**src/rtl/demux18_sipo_pkg.sv**
```systemverilog
// Shared types and sizing helpers for the serial-to-parallel word demux.
// Optional parity slot is enabled with DEMUX18_SIPO_PARITY_EN.
package demux18_sipo_pkg;

  typedef enum logic {COLLECT = 1'b0, FULL = 1'b1} state_t;

  localparam int DEF_WIDTH = 8;

  // Index of the final slot in a word: the parity slot sits after the data bits.
  function automatic int slot_limit(input int width);
`ifdef DEMUX18_SIPO_PARITY_EN
    return width;
`else
    return width - 1;
`endif
  endfunction

endpackage

```
**src/rtl/demux18_slot_cnt.sv**
```systemverilog
// Slot counter acting as the demux select: increment, sync-clear, wrap at LIMIT.
module demux18_slot_cnt #(
  parameter int CW    = 3,
  parameter int LIMIT = 7
) (
  input  logic          clk,
  input  logic          rst_n,
  input  logic          inc,
  input  logic          clr,
  output logic [CW-1:0] cnt,
  output logic          last
);

  assign last = (cnt == CW'(LIMIT));

  // A clear coinciding with an accept makes that bit slot 0, so the next is slot 1.
  always_ff @(posedge clk) begin
    if (!rst_n)   cnt <= '0;
    else if (clr) cnt <= inc ? CW'(1) : '0;
    else if (inc) cnt <= last ? '0 : cnt + CW'(1);
  end

endmodule

```
**src/rtl/demux18_sipo.sv**
```systemverilog
// Serial bit stream to WIDTH-bit words, LSB first, with a one-entry output register.
// Define DEMUX18_SIPO_PARITY_EN to add an even-parity slot and the out_perr output.
module demux18_sipo
  import demux18_sipo_pkg::*;
#(
  parameter  int WIDTH = DEF_WIDTH,
  localparam int SEL_W = $clog2(WIDTH)
) (
  input  logic             clk,
  input  logic             rst_n,
  input  logic             in_bit,
  input  logic             in_valid,
  input  logic             in_sync,
  output logic             in_ready,
  output logic [WIDTH-1:0] out_word,
  output logic             out_valid,
  input  logic             out_ready
`ifdef DEMUX18_SIPO_PARITY_EN
  ,
  output logic             out_perr
`endif
);

`ifdef DEMUX18_SIPO_PARITY_EN
  localparam int CW = SEL_W + 1;
`else
  localparam int CW = SEL_W;
`endif
  localparam int LIMIT = slot_limit(WIDTH);
  localparam int SW    = LIMIT + 1;

  state_t          state, state_nxt;
  logic [SW-1:0]   shadow, word_nxt;
  logic [CW-1:0]   slot, eff_slot;
  logic            last, sync_c, accept, complete, out_free;

  assign in_ready = (state != FULL);
  assign accept   = in_valid && in_ready;
  assign sync_c   = in_sync && (state == COLLECT);
  assign eff_slot = sync_c ? '0 : slot;
  assign complete = accept && last && !sync_c;
  assign out_free = !out_valid || out_ready;

  demux18_slot_cnt #(.CW(CW), .LIMIT(LIMIT)) u_slot (
    .clk   (clk),
    .rst_n (rst_n),
    .inc   (accept),
    .clr   (sync_c),
    .cnt   (slot),
    .last  (last)
  );

  // Word as it stands after this cycle's bit; sync drops the partial word first.
  always_comb begin
    word_nxt = sync_c ? '0 : shadow;
    if (accept) word_nxt[eff_slot] = in_bit;
  end

  // Shadow is frozen in FULL: it holds the parked word until the output frees.
  always_ff @(posedge clk) begin
    if (!rst_n)                shadow <= '0;
    else if (state == COLLECT) shadow <= word_nxt;
  end

  always_ff @(posedge clk) begin
    if (!rst_n) state <= COLLECT;
    else        state <= state_nxt;
  end

  always_comb begin
    state_nxt = state;
    case (state)
      COLLECT: if (complete && !out_free) state_nxt = FULL;
      FULL:    if (out_ready)             state_nxt = COLLECT;
      default:                            state_nxt = COLLECT;
    endcase
  end

  always_ff @(posedge clk) begin
    if (!rst_n) begin
      out_word  <= '0;
      out_valid <= 1'b0;
    end else if (state == FULL) begin
      if (out_ready) out_word <= shadow[WIDTH-1:0];
    end else if (complete && out_free) begin
      out_word  <= word_nxt[WIDTH-1:0];
      out_valid <= 1'b1;
    end else if (out_valid && out_ready) begin
      out_valid <= 1'b0;
    end
  end

`ifdef DEMUX18_SIPO_PARITY_EN
  // Parity travels with out_word through the same load conditions.
  always_ff @(posedge clk) begin
    if (!rst_n)                        out_perr <= 1'b0;
    else if (state == FULL) begin
      if (out_ready)                   out_perr <= ^shadow;
    end else if (complete && out_free) out_perr <= ^word_nxt;
  end
`endif

endmodule

```
**config.mk**
```make
export PLATFORM = sky130hd
export DESIGN_NAME = demux18_sipo
export DESIGN_NICKNAME = d
export VERILOG_FILES = /design/src/rtl/demux18_sipo_pkg.sv /design/src/rtl/demux18_slot_cnt.sv /design/src/rtl/demux18_sipo.sv
export SDC_FILE = /design/constraint.sdc
export NUM_CORES = 1
export LEC_CHECK = 0
export CORE_MARGIN = 2
export CORE_UTILIZATION = 51
export CTS_CLUSTER_SIZE = 14
export DETAILED_ROUTE_END_ITERATION = 12
export MAX_ROUTING_LAYER = met4
export PLACE_DENSITY_LB_ADDON = 0.15
export SYNTH_ARGS = -nofsm -noshare
export SYNTH_HDL_FRONTEND = slang
export SYNTH_HIERARCHICAL = 1
export SYNTH_SLANG_ARGS = --single-unit
export TNS_END_PERCENT = 100
```
**constraint.sdc**
```tcl
create_clock -name clk -period 2.38 [get_ports clk]
set_clock_uncertainty 0.05 [all_clocks]
set_input_delay 0.476 -clock clk [delete_from_list [all_inputs] [get_ports clk]]
set_output_delay 0.476 -clock clk [all_outputs]
set_load 0.02 [all_outputs]
```
==> insert_results.sql <==
INSERT INTO impl_metrics (metric_group, metric, value, unit) VALUES
('yosys', 'synth_top_area_share', '43.19', '%'),
('grt', 'grt_antenna_before_repair', '0', ''),
('yosys', 'syn-instance-count', '103', ''),
('sta', 'grt_setup_unrepaired', 'no', ''),
('cells_and_area', 'drive_gt1_share', '10.83', '%'),
('route', 'drtIter0Drc', '18', ''),
('cts', 'cts.repair.resized', '0', ''),
('sta', 'maxSlewViolCount', '0', ''),
('die', 'starting_density_of_the_core', '55.18', '%'),
('die', 'die-width', '47.69', 'µm'),
('placed_design', 'hpwl', '1362', 'µm'),
('yosys', 'post_synthesis_cell_type_with_the_largest_combined_area', 'sky130_fd_sc_hd__dfxtp_1', ''),
('yosys', 'dominantRegCellSynth', 'sky130_fd_sc_hd__dfxtp_1', ''),
('critical_path', 'end_kind', 'output port', ''),
('sta', 'finalSetupTns', '0', 'ns'),
('grt', 'globalRouteOverflowTotal', '0', ''),
('worst_hold_path', 'min-delay-path-class', 'register to register', ''),
('yosys', 'yosys.cell_types.count', '40', ''),
('cts', 'htree_levels', '1', ''),
('cts', 'clock_sink_count', '21', ''),
('run_status', 'run_status', 'complete, no violations', ''),
('critical_path', 'critPathMaxFanout', '11', ''),
('route', 'drt_first_pass_iters', '4', ''),
('critical_path', 'worst_setup_path_start_kind', 'register', ''),
('critical_path', 'critical_path_required', '1.85', 'ns'),
('yosys', 'synth.ff_latch_count', '21', ''),
('yosys', 'synth.cells.most_frequent', '21 x sky130_fd_sc_hd__dfxtp_1, 9 x sky130_fd_sc_hd__o21ai_0, 6 x sky130_fd_sc_hd__nand2_1, 6 x sky130_fd_sc_hd__nor2_1', ''),
('route', 'drc_errors', '0', ''),
('yosys', 'synth_edf_count', '0', ''),
('die', 'placeableCoreArea', '0.001764', 'mm²'),
('cts', 'ctsHoldBuffers', '0', ''),
('sta', 'fmax', '490.8', 'MHz'),
('route', 'antenna_violating_nets_remaining', '0', ''),
('placed_design', 'dp_worst_setup_slack', '0.3816', 'ns'),
('critical_path', 'timing.setup.critical_path_class', 'register to output port', ''),
('yosys', 'yosys.cell_count.top_type', 'sky130_fd_sc_hd__dfxtp_1', ''),
('grt', 'maximum_number_of_pins_on_one_net_before_global_route_repair', '17', ''),
('cells_and_area', 'antenna_cells_inserted', '0', ''),
('grt', 'global_route_wire_length_before_repair', '3146', 'µm'),
('power_and_ir_drop', 'vdd_drop_max', '354.5', 'µV'),
('sta', 'final.setup.worst_slack', '0.3425', 'ns'),
('power_and_ir_drop', 'power.leakage', '0.0004207', 'µW'),
('job', 'max_cap_violations', '0', ''),
('power_and_ir_drop', 'power_frac_clock', '29.6', '%'),
('route', 'dr_total_vias', '826', ''),
('power_and_ir_drop', 'netSwitchingPower', '133.2', 'µW'),
('power_and_ir_drop', 'sw_frac_of_total', '23.28', '%'),
('grt', 'grt_most_used_layer', 'met2', ''),
('cts', 'clk_pin_slew', '0.11', 'ns'),
('grt', 'use_met1', '26.15', '%'),
('yosys', 'ys.warnings.count', '6', ''),
('power_and_ir_drop', 'total_power_per_unit_cell_area', '488.3', 'mW/mm²'),
('sta', 'min_period_over_period', '85.61', '%'),
('sta', 'worst_hold_slack', '0.4646', 'ns'),
('die', 'ios', '16', ''),
('power_and_ir_drop', 'combPwrFrac', '7.8', '%'),
('power_and_ir_drop', 'internal-power', '439.2', 'µW'),
('cts', 'cts_post_setup_buffers_inserted', '0', ''),
('sta', 'timing.final.hold_violations', '0', ''),
('grt', 'grt_pass1_vias', '738', ''),
('yosys', 'top_cells_by_area_synth', 'sky130_fd_sc_hd__dfxtp_1 43%, sky130_fd_sc_hd__o21ai_0 4.6%, sky130_fd_sc_hd__a21boi_0 3.9%', ''),
('route', 'drt_wl_total', '1845', 'µm'),
('yosys', 'yosysSeqAreaShare', '43.19', '%'),
('grt', 'grt_use_total', '19.83', '%'),
('cts', 'cts_made_buffers', '3', ''),
('die', 'rows', '15', ''),
('yosys', 'number_of_nets_produced_by_synthesis', '111', ''),
('route', 'drt-vias-per-instance', '5.697', ''),
('cts', 'clk-insertion-delay-late', '0.30', 'ns'),
('grt', 'gr-usage-met3', '2.264', '%'),
('grt', 'groute.layer.met2.usage', '30.67', '%');
## critical path, cell delays in order, from the launching register on
cell                              delay [ns]
sky130_fd_sc_hd__dfxtp_1                0.55
sky130_fd_sc_hd__inv_1                  0.12
sky130_fd_sc_hd__clkdlybuf4s50_1        0.55
## cells by family after synthesis
group,count (synthesis),synth area share [%]
mux,2,2.057
simple gates,35,21.85
flops,21,43.19
fa+ha+maj,2,2.570
compound gates,37,26.99
buf+inv,6,3.341
## registers in the layout, summed over array words and instances (netlist names)
signal,count
u_slot/cnt,3
state,1
shadow,8
out_valid,1
out_word,8
## placed cells by master, fill, tap and decap left out, types with 3 or more instances in the layout
cell type	n
sky130_fd_sc_hd__a21boi_0	5
sky130_fd_sc_hd__a21oi_1	3
sky130_fd_sc_hd__a31oi_1	5
sky130_fd_sc_hd__clkbuf_4	3
sky130_fd_sc_hd__clkdlybuf4s50_1	15
sky130_fd_sc_hd__dfxtp_1	21
sky130_fd_sc_hd__nand2_1	6
sky130_fd_sc_hd__nor2_1	6
sky130_fd_sc_hd__nor2b_1	3
sky130_fd_sc_hd__o211ai_1	3
sky130_fd_sc_hd__o21ai_0	9
sky130_fd_sc_hd__or3_1	3
## metrics by stage
step           total power (µW)  utilization (%)  std cells  instance area, µm²
2_1_floorplan             391.3                -        103               973.4
3_3_place_gp              409.4            64.89        141                1145
3_5_place_dp              410.9            64.89        141                1145
4_1_cts                   575.1            66.45        145                1172
5_1_grt                   596.8            66.45        145                1172
6_report                  572.5            66.45        145                1172
## routing by layer
| metal | wire (µm) | vias to the layer above |
|---|---|---|
| met2 | 887 | 19 |
| met1 | 878 | 386 |
| met5 | 0 | - |
| met4 | 19 | 0 |
| li1 | - | 417 |
| met3 | 60 | 4 |
## path summary, 6_finish.rpt
kind                 startpoint           to  slack (ns)  depth (start not counted)
setup / recovery          state     in_ready        0.34                          2
setup reg to reg  u_slot/cnt[1]  out_word[0]        0.47                          6
hold / removal        shadow[2]    shadow[2]        0.46                          2
hold reg to reg       shadow[2]    shadow[2]        0.46                          2
## power groups by stage
stage	registers (µW)	logic, µW	clock network, µW
detailed placement	366	44.6	0
finish	358	44.6	169
global route	359	48.9	189
CTS	358	44.8	172
floorplan	365	26.0	0
global placement	366	43.4	0
## final cells by class
cell class | instances | area, µm²
clock inverter | 1 | 5.005
multi-input combinational | 76 | 520.5
sequential | 21 | 420.4
clock buffer | 3 | 22.52
fill | 165 | 591.8
inverter | 2 | 7.507
timing repair buffer | 17 | 165.2
tap | 25 | 31.28
No activity file was read; power rests on OpenSTA's default activity.
==> variant (same flow settings) <==
The package constant `DEF_WIDTH` goes from 8 to 16.
--- a/src/rtl/demux18_sipo_pkg.sv
+++ b/src/rtl/demux18_sipo_pkg.sv
@@ -5,5 +5,5 @@
   typedef enum logic {COLLECT = 1'b0, FULL = 1'b1} state_t;
 
-  localparam int DEF_WIDTH = 8;
+  localparam int DEF_WIDTH = 16;
 
   // Index of the final slot in a word: the parity slot sits after the data bits.
Interface: changed (resized out_word); port bits go from 16 to 24. The function was not compared with the original's and may differ.
==> variant against the unedited design <==
- global-route usage grew 0.44 points
- power up 83%
- cell count grew 74%
- via count increased by 69%
- maximum frequency decreased by 1.7%
- design area rose by 72%
- area after synthesis increased by 78%
- die area is 71% higher
- wire length rose by 84%
- sequential cell count rose by 17
- worst setup slack lost 36 ps
- clock power up 100%
- non-clock buffer count grew 12
- synthesized cell count grew 80%
- critical path type unchanged
- largest power group unchanged
==> variant: results (changes against the unedited design) <==
Max Used Layer=met4; H-tree Lvls=2 (+1); initial antenna violation count=0 (unchanged); Pleak=0.7317 nW (+74%); Detail Route met2 WL=1.611 mm (+82%); Slowest-stage cell, CP=clkdlybuf4s50_1; crit-path max FO=8 (-3); count of cell types in the netlist=44 (+10%); top cells by area, synth=dfxtp_1, a21oi_1, nand2_1; Non-Filler Instances=253 (+74%); mux contribution to synthesized area=3.463% (+1.4 points); post-place setup slack=243.1 ps (-138.5 ps); hold crit path type=register to register; Placer Congestion=0.8260 (+6.7%); Top FF cell, synth=dfxtp_1; Final Net Count=213 (+65%); wl on met1=1.612 mm (+84%); Seq/Total Area, Yosys=43.87% (+0.68 points); dpl hpwl=2.365 mm (+74%); arrival time worst endpoint=1550 ps (+40 ps); via count=1,397 (+69%); Root Buffer=clkbuf_4; Resized cells post-CTS=0 (unchanged); CTS Buffer Depth=2 (unchanged); biggest regs=out_word: 16 flops, shadow: 16 flops, u_slot/cnt: 4 flops; synth warn=6 (unchanged); Routed Wire Length=3.398 mm (+84%); detailed router's first-iteration violation count=53 (+35); Synth Area in XOR/XNOR=0.5051% (+0.51 points); share of cells above drive strength 1=13.04% (+2.2 points); clock buffer count from CTS=5 (+2); syn avg cell area=9.374 um2 (-0.81%); Post-DP Area=0.001952 mm2 (+70%); Setup Fix Bufs, Post-CTS=0 (unchanged); Adder-Cell Fraction of Synth Area=0.7215% (-1.8 points); Total Routing Usage GR=20.26% (+0.44 points); outcome=complete, no violations; compound-cell area share of the yosys netlist=21.65% (-5.3 points); IO Port Bufs=23 (+8); Antenna diodes=0 (unchanged); largest delay contributor family on the critical path=buffers and inverters; ys async rst share=0% (unchanged); met3 WL post-DR=125 um (+110%); CTS clk-pin slew, worst paths=110 ps (about the same); peak supply drop=0.0003492 V (-1.5%); synth cell count leaders=dfxtp_1, nand2_1, a21oi_1; hold buffers post-CTS=0 (unchanged); global-route wire length before repair=6.030 mm (+92%); max_slew headroom=67.55% (-3.0 points); Mapped Nets=192 (+73%); pin count of the biggest net entering global routing=33 (+16); worst skew pair latency=340 ps (+40 ps)
[variant: cell count changes in the layout (fill, tap and decap cells not counted), sizes merged, moves of 6 or more]
cell           unedited run  this run
dfxtp                    21        38
a21oi                     3        17
nand2                     6        19
o21ai                     9        20
clkdlybuf4s50            15        23
a32oi                     0         7
nor2                      6        13
nor2b                     3         9
[variant: cell families after synthesis]
kind of cell | after synthesis
adder cells (fa/ha/maj) | 1
XOR/XNOR | 1
multiplexers | 6
AND/OR/NAND/NOR | 62
AO/OA/AOI/OAI | 59
buffers and inverters | 18
flip-flops | 38
[variant: cell type report]
type | count | area, um2
inverter | 3 | 11.26
sequential | 38 | 760.7
clock inverter | 1 | 5.005
fill | 312 | 1299
clock buffer | 7 | 55.05
timing repair buffer | 29 | 275.3
tap | 46 | 57.56
multi-input combinational | 129 | 847.1
[variant: metal layers]
layer	GRT usage [%]	vias up
met5	-	-
met4	7.778	0
met3	6.884	6
met2	31.25	30
met1	24.60	662
li1	-	699
[variant: worst register-to-register path, delay by kind of cell, from the launching register on]
family	cells	cell delay (ps)
compound gates	3	630
fa+ha+maj	1	270
flops	1	510
simple gates	2	440
[variant: per-stage QoR]
stage / hold WS (ps) / power [W] / util, %
final: 463.1 / 0.001048 / 60.77
after global routing: 486.0 / 0.001109 / 60.77
after CTS: 463.2 / 0.001060 / 60.77
after floorplan: 397.4 / 0.0007004 / -
after detailed placement: 437.3 / 0.0007199 / 58.96
after global placement: 431.5 / 0.0007188 / 58.96
[variant: report_power, final]
group	total [W]	switching (W)	internal, W
Sequential	0.000643	0.00000421	0.000638
Combinational	0.0000634	0.0000351	0.0000283
Clock	0.000342	0.000199	0.000143
[variant: worst paths after layout]
| check | start | to | depth (start not counted) | slack, ps |
|---|---|---|---|---|
| max | state$_SDFF_PN0_ | in_ready | 2 | 310 |
| min | shadow[12]$_SDFFE_PN0N_ | shadow[12]$_SDFFE_PN0N_ | 2 | 460 |
| max reg2reg | u_slot/cnt[0]$_SDFFE_PN0P_ | out_word[4]$_SDFFE_PN0P_ | 6 | 430 |
| min reg2reg | shadow[12]$_SDFFE_PN0N_ | shadow[12]$_SDFFE_PN0N_ | 2 | 460 |
